**src/rtl/pipe_fetch_decode_regs.sv**
```systemverilog
// Front-end pipeline registers: PC (F), IF/ID (D), ID/EX (E), and hazard-unit
// stall/flush handling, plus saturating stall/flush event counters.
module pipe_fetch_decode_regs #(
  parameter int          XLEN      = 32,
  parameter int          CNT_W     = 16,
  parameter logic [31:0] NOP_INSTR = 32'h00000013
) (
  input  logic              clk,
  input  logic              rst_n,
  input  logic              StallF,
  input  logic              StallD,
  input  logic              FlushD,
  input  logic              FlushE,
  input  logic [XLEN-1:0]   PCNextF,
  input  logic [31:0]       InstrF,
  input  logic [XLEN-1:0]   PCPlus4F,
  input  logic              RegWriteD,
  input  logic              MemWriteD,
  input  logic              JumpD,
  input  logic              BranchD,
  input  logic              ALUSrcD,
  input  logic [1:0]        ResultSrcD,
  input  logic [2:0]        ALUControlD,
  input  logic [XLEN-1:0]   RD1D,
  input  logic [XLEN-1:0]   RD2D,
  input  logic [XLEN-1:0]   ImmExtD,
  output logic [XLEN-1:0]   PCF,
  output logic [31:0]       InstrD,
  output logic [XLEN-1:0]   PCD,
  output logic [XLEN-1:0]   PCPlus4D,
  output logic [4:0]        Rs1D,
  output logic [4:0]        Rs2D,
  output logic [4:0]        RdD,
  output logic              ValidD,
  output logic              ValidE,
  output logic              RegWriteE,
  output logic              MemWriteE,
  output logic              JumpE,
  output logic              BranchE,
  output logic              ALUSrcE,
  output logic [1:0]        ResultSrcE,
  output logic              ResultSrcE0,
  output logic [2:0]        ALUControlE,
  output logic [XLEN-1:0]   RD1E,
  output logic [XLEN-1:0]   RD2E,
  output logic [XLEN-1:0]   ImmExtE,
  output logic [XLEN-1:0]   PCE,
  output logic [XLEN-1:0]   PCPlus4E,
  output logic [4:0]        Rs1E,
  output logic [4:0]        Rs2E,
  output logic [4:0]        RdE,
  output logic [CNT_W-1:0]  stall_cnt,
  output logic [CNT_W-1:0]  flush_cnt
);

  logic [XLEN-1:0]  r_pc_f;
  logic [31:0]      r_instr_d;
  logic [XLEN-1:0]  r_pc_d;
  logic [XLEN-1:0]  r_pc_plus4_d;
  logic             r_valid_d;

  logic             r_valid_e;
  logic             r_reg_write_e;
  logic             r_mem_write_e;
  logic             r_jump_e;
  logic             r_branch_e;
  logic             r_alu_src_e;
  logic [1:0]       r_result_src_e;
  logic [2:0]       r_alu_control_e;
  logic [XLEN-1:0]  r_rd1_e;
  logic [XLEN-1:0]  r_rd2_e;
  logic [XLEN-1:0]  r_imm_ext_e;
  logic [XLEN-1:0]  r_pc_e;
  logic [XLEN-1:0]  r_pc_plus4_e;
  logic [4:0]       r_rs1_e;
  logic [4:0]       r_rs2_e;
  logic [4:0]       r_rd_e;

  logic [CNT_W-1:0] r_stall_cnt;
  logic [CNT_W-1:0] r_flush_cnt;

  logic [4:0]       w_rs1_d;
  logic [4:0]       w_rs2_d;
  logic [4:0]       w_rd_d;
  logic             w_stall_sat;
  logic             w_flush_sat;

  assign w_rs1_d     = r_instr_d[19:15];
  assign w_rs2_d     = r_instr_d[24:20];
  assign w_rd_d      = r_instr_d[11:7];
  assign w_stall_sat = &r_stall_cnt;
  assign w_flush_sat = &r_flush_cnt;

  // F stage
  always_ff @(posedge clk or negedge rst_n) begin
    if (!rst_n) begin
      r_pc_f <= '0;
    end else if (!StallF) begin
      r_pc_f <= PCNextF;
    end
  end

  // D stage: flush wins over stall so a squashed instruction can never be held
  always_ff @(posedge clk or negedge rst_n) begin
    if (!rst_n) begin
      r_instr_d    <= NOP_INSTR;
      r_pc_d       <= '0;
      r_pc_plus4_d <= '0;
      r_valid_d    <= 1'b0;
    end else if (FlushD) begin
      r_instr_d    <= NOP_INSTR;
      r_pc_d       <= '0;
      r_pc_plus4_d <= '0;
      r_valid_d    <= 1'b0;
    end else if (!StallD) begin
      r_instr_d    <= InstrF;
      r_pc_d       <= r_pc_f;
      r_pc_plus4_d <= PCPlus4F;
      r_valid_d    <= 1'b1;
    end
  end

  // E stage: a bubble zeroes register indices too, so it never matches a hazard check
  always_ff @(posedge clk or negedge rst_n) begin
    if (!rst_n) begin
      r_valid_e       <= 1'b0;
      r_reg_write_e   <= 1'b0;
      r_mem_write_e   <= 1'b0;
      r_jump_e        <= 1'b0;
      r_branch_e      <= 1'b0;
      r_alu_src_e     <= 1'b0;
      r_result_src_e  <= '0;
      r_alu_control_e <= '0;
      r_rd1_e         <= '0;
      r_rd2_e         <= '0;
      r_imm_ext_e     <= '0;
      r_pc_e          <= '0;
      r_pc_plus4_e    <= '0;
      r_rs1_e         <= '0;
      r_rs2_e         <= '0;
      r_rd_e          <= '0;
    end else if (FlushE) begin
      r_valid_e       <= 1'b0;
      r_reg_write_e   <= 1'b0;
      r_mem_write_e   <= 1'b0;
      r_jump_e        <= 1'b0;
      r_branch_e      <= 1'b0;
      r_alu_src_e     <= 1'b0;
      r_result_src_e  <= '0;
      r_alu_control_e <= '0;
      r_rd1_e         <= '0;
      r_rd2_e         <= '0;
      r_imm_ext_e     <= '0;
      r_pc_e          <= '0;
      r_pc_plus4_e    <= '0;
      r_rs1_e         <= '0;
      r_rs2_e         <= '0;
      r_rd_e          <= '0;
    end else begin
      r_valid_e       <= r_valid_d;
      r_reg_write_e   <= RegWriteD;
      r_mem_write_e   <= MemWriteD;
      r_jump_e        <= JumpD;
      r_branch_e      <= BranchD;
      r_alu_src_e     <= ALUSrcD;
      r_result_src_e  <= ResultSrcD;
      r_alu_control_e <= ALUControlD;
      r_rd1_e         <= RD1D;
      r_rd2_e         <= RD2D;
      r_imm_ext_e     <= ImmExtD;
      r_pc_e          <= r_pc_d;
      r_pc_plus4_e    <= r_pc_plus4_d;
      r_rs1_e         <= w_rs1_d;
      r_rs2_e         <= w_rs2_d;
      r_rd_e          <= w_rd_d;
    end
  end

  // Event counters stick at all-ones rather than wrapping
  always_ff @(posedge clk or negedge rst_n) begin
    if (!rst_n) begin
      r_stall_cnt <= '0;
      r_flush_cnt <= '0;
    end else begin
      if (StallF && !w_stall_sat) r_stall_cnt <= r_stall_cnt + 1'b1;
      if (FlushE && !w_flush_sat) r_flush_cnt <= r_flush_cnt + 1'b1;
    end
  end

  assign PCF         = r_pc_f;
  assign InstrD      = r_instr_d;
  assign PCD         = r_pc_d;
  assign PCPlus4D    = r_pc_plus4_d;
  assign Rs1D        = w_rs1_d;
  assign Rs2D        = w_rs2_d;
  assign RdD         = w_rd_d;
  assign ValidD      = r_valid_d;
  assign ValidE      = r_valid_e;
  assign RegWriteE   = r_reg_write_e;
  assign MemWriteE   = r_mem_write_e;
  assign JumpE       = r_jump_e;
  assign BranchE     = r_branch_e;
  assign ALUSrcE     = r_alu_src_e;
  assign ResultSrcE  = r_result_src_e;
  assign ResultSrcE0 = r_result_src_e[0];
  assign ALUControlE = r_alu_control_e;
  assign RD1E        = r_rd1_e;
  assign RD2E        = r_rd2_e;
  assign ImmExtE     = r_imm_ext_e;
  assign PCE         = r_pc_e;
  assign PCPlus4E    = r_pc_plus4_e;
  assign Rs1E        = r_rs1_e;
  assign Rs2E        = r_rs2_e;
  assign RdE         = r_rd_e;
  assign stall_cnt   = r_stall_cnt;
  assign flush_cnt   = r_flush_cnt;

endmodule

```
**config.mk**
```make
export PLATFORM = sky130hd
export DESIGN_NAME = pipe_fetch_decode_regs
export DESIGN_NICKNAME = d
export VERILOG_FILES = /design/src/rtl/pipe_fetch_decode_regs.sv
export SDC_FILE = /design/constraint.sdc
export NUM_CORES = 1
export LEC_CHECK = 0
export CAP_MARGIN = 5
export CORE_AREA = 2 2 220 222
export CTS_CLUSTER_DIAMETER = 50
export DETAILED_ROUTE_END_ITERATION = 8
export DIE_AREA = 0 0 222 224
export DONT_BUFFER_PORTS = 1
export PLACE_DENSITY_LB_ADDON = 0.12
export SLEW_MARGIN = 30
export SYNTH_ARGS = -nofsm -noshare
export SYNTH_HDL_FRONTEND = slang
export SYNTH_SLANG_ARGS = --single-unit
```
**constraint.sdc**
```tcl
create_clock -name clk -period 2.3 [get_ports clk]
set_input_delay 0.23 -clock clk [delete_from_list [all_inputs] [get_ports clk]]
set_output_delay 0.23 -clock clk [all_outputs]
set_load 0.05 [all_outputs]
```
==> impl_metrics.tcl <==
set metrics [dict create \
    outcome "finished with violations" \
    violations "hold timing" \
    period_needed_ns 1.89 \
    wl_per_cell_um 20.4 \
    grt_pass1_wl_um 59900 \
    holdWs_ns -0.635 \
    fin_ws_ns 0.410 \
    worst_ep_required_time_ns 2.74 \
    cp_top_family "compound AO/OA/AOI/OAI gates" \
    start_util_pct 26.6 \
    end_kind "flop" \
    vias 8448 \
    coreArea_mm2 0.0473 \
    syn_nets 1142 \
    worstPathMaxFanout 6 \
    first_global_vias 9310 \
    synth_cell_types 38 \
    dpl_cell_area_mm2 0.0134 \
    gr-total-overflow 0 \
    multiInputGateArea_mm2 0.00358 \
    ys_ff_latch 347 \
    leakagePower_uw 0.00859 \
    total_power_uw 17700 \
    clk_pin_slew_ns 0.05 \
    crit_arrival_ns 2.33 \
    grt_use_total_pct 15.8 \
    via_per_inst 4.35 \
    clockBufferDepth 3 \
    finalSetupViolCount 0 \
    ir_worst_vdd_mv 0.637 \
    h-tree-depth 2 \
    worstSkewPairLatency_ns 0.56 \
    tritoncts.num_buffers 46 \
    powerDensity_mw_per_mm2 964 \
    syn_inst 932 \
    syn_to_final_growth_pct 45.4 \
    antenna_found_initial 3 \
    place_inst 1531 \
    grt_max_degree 348 \
    wirelength_um 39600 \
    worst_pin_slew_ns 0.894 \
    syn_avg_cell_area_um2 13.5 \
    ctsResizeCount 0 \
    instances_no_fill 1941 \
    nFillCells 4529 \
    ctsHoldBuffers 322 \
    fin_setup_tns_ns 0 \
    max_freq_ghz 0.529 \
    final_area_mm2 0.0183 \
    ios 571 \
    place_hpwl_um 24100 \
    dieArea_mm2 0.0497 \
    final_cell_mix "344 x dfrtp_1, 319 x dlygate4sd3_1, 188 x nor2b_1, 106 x nor2_1, 94 x mux2i_1" \
    slowest_stage "o41ai_2" \
    fin_skew_ns 0.0105 \
    drive_gt1_share_pct 13.0 \
    final_common_cell "dfrtp_1" \
    portBuffers 0 \
    yosys.area.top_type "dfrtp_1" \
    synthTopCellsByArea "dfrtp_1 68%, nor2b_1 9.3%, mux2i_1 7.5%" \
    synth_seq_area_share_pct 69.0 \
    clock-root-buffer "clkbuf_16" \
    worst-path-buf-inv 0 \
    die_width_um 222 \
    slew-limit-headroom_pct 40.4 \
    netlist_area_mm2 0.0126 \
    pre_cts_ws_ns 0.411 \
    drt-initial-drc-count 317 \
    die_y_um 224 \
    cts_tree "built" \
    rsz0062_at_grt "no" \
    post-cts-setup-buffers 0 \
    period_share_pct 82.2 \
    finalMaxSlewViolations 0 \
    slowest_delay_ns 0.69 \
    row_count 80 \
    maxCapViolations 0 \
    final_nets 1496 \
    synth_largest_type_area_fraction_pct 68.3 \
    routabilityCongestion 0.777 \
    drtAntennaViolNets 0 \
    drt_pass1_iterations 4 \
    ff_latch_area_mm2 0.00869 \
    start_kind "flop" \
    worstSetupPathType "reg2reg" \
    hold_path_class "in2async" \
    drc_errors 0 \
    yosys_warnings 0 \
    final_hold_viol_count 347 \
    clkSinkCount 347 \
    crit_chain "nand4_1, o41ai_2, mux2_2" \
]
[state kept, by name, summed over array words and instances, names as in the netlist, 5 cells and up]
signal and cells:
RdE 5, ImmExtE 32, PCF 32, stall_cnt 16, PCE 32, InstrD 32, RD1E 32, flush_cnt 16
Rs2E 5, PCD 32, Rs1E 5, RD2E 32, PCPlus4E 32, PCPlus4D 32
[report_power, final]
group / total, uW / internal (uW) / switching, uW
Clock: 7460 / 4630 / 2820
Sequential: 8030 / 6540 / 1490
Combinational: 2170 / 972 / 1200
[worst paths after layout]
path / from / end / depth (start not counted) / slack (ns)
worst max-delay path: stall_cnt[8] / stall_cnt[1] / 3 / 0.41
worst min-delay path: rst_n / PCD[13] / 0 / -0.63
worst max register to register: stall_cnt[8] / stall_cnt[1] / 3 / 0.41
worst min register to register: InstrD[19] / Rs1E[4] / 1 / 0.50
max in group asynchronous: rst_n / PCPlus4D[31] / 0 / 2.40
min in group clk: FlushD / PCPlus4D[5] / 2 / 0.10
[area by class of cell]
class / instances / share of cell area (%)
flip-flops and latches: 347 / 47.4
repair buffers: 370 / 19.8
clock inverters: 20 / 1.37
well taps: 615 / 4.20
clock buffers: 65 / 7.46
multi-input cells: 516 / 19.6
inverters: 5 / 0.102
diodes: 3 / 0.0410
[synth_stat cells]
| cell type | number |
|---|---|
| dfrtp_1 | 344 |
| nor2b_1 | 188 |
| nor2_1 | 106 |
| mux2i_1 | 94 |
| mux2_2 | 36 |
| clkbuf_1 | 33 |
| buf_4 | 16 |
| xor2_1 | 13 |
| nand2_1 | 11 |
| buf_1 | 10 |
| xnor2_1 | 9 |
| nand3_1 | 8 |
| nand4_1 | 8 |
| nor3_1 | 7 |
| buf_2 | 5 |
| inv_1 | 5 |
| a211o_1 | 3 |
| a21oi_1 | 3 |
| and4_1 | 3 |
| dfstp_2 | 3 |
| nand4b_1 | 3 |
| a31oi_1 | 2 |
| a41oi_1 | 2 |
| and3_1 | 2 |
| ha_1 | 2 |
| nand4_2 | 2 |
| nor4_1 | 2 |
| o21a_1 | 2 |
| a41o_1 | 1 |
| and2_1 | 1 |
| nand2b_1 | 1 |
| nand3b_1 | 1 |
| nor3b_1 | 1 |
| nor4_2 | 1 |
| o211ai_1 | 1 |
| o41ai_2 | 1 |
| or3_1 | 1 |
| or4_4 | 1 |
[logic make-up after synthesis]
group | count (synthesis) | share of synthesized area (%)
AO/OA/AOI/OAI | 15 | 0.954
buffers and inverters | 69 | 2.58
flip-flops | 347 | 69.0
multiplexers | 130 | 10.7
AND/OR/NAND/NOR | 347 | 15.1
XOR/XNOR | 22 | 1.53
adder cells (fa/ha/maj) | 2 | 0.199
[layer usage]
metal  share of wire (%)  global-route usage [%]  vias to the layer above
li1                    -                       -                     3740
met1                  37                    17.5                     4233
met2                  50                    27.1                      398
met3                 9.0                    6.23                       75
met4                 3.2                    6.36                        2
met5               0.018                       0                        -
[metrics by stage]
| step | util (%) | hold slack, ns |
|---|---|---|
| 2_1_floorplan | - | -0.0656 |
| 3_3_place_gp | 28.3 | -0.0563 |
| 3_5_place_dp | 28.3 | -0.0567 |
| 4_1_cts | 38.7 | -0.669 |
| 5_1_grt | 38.7 | -0.674 |
| 6_report | 38.7 | -0.635 |
No activity file was read; power rests on OpenSTA's default activity.
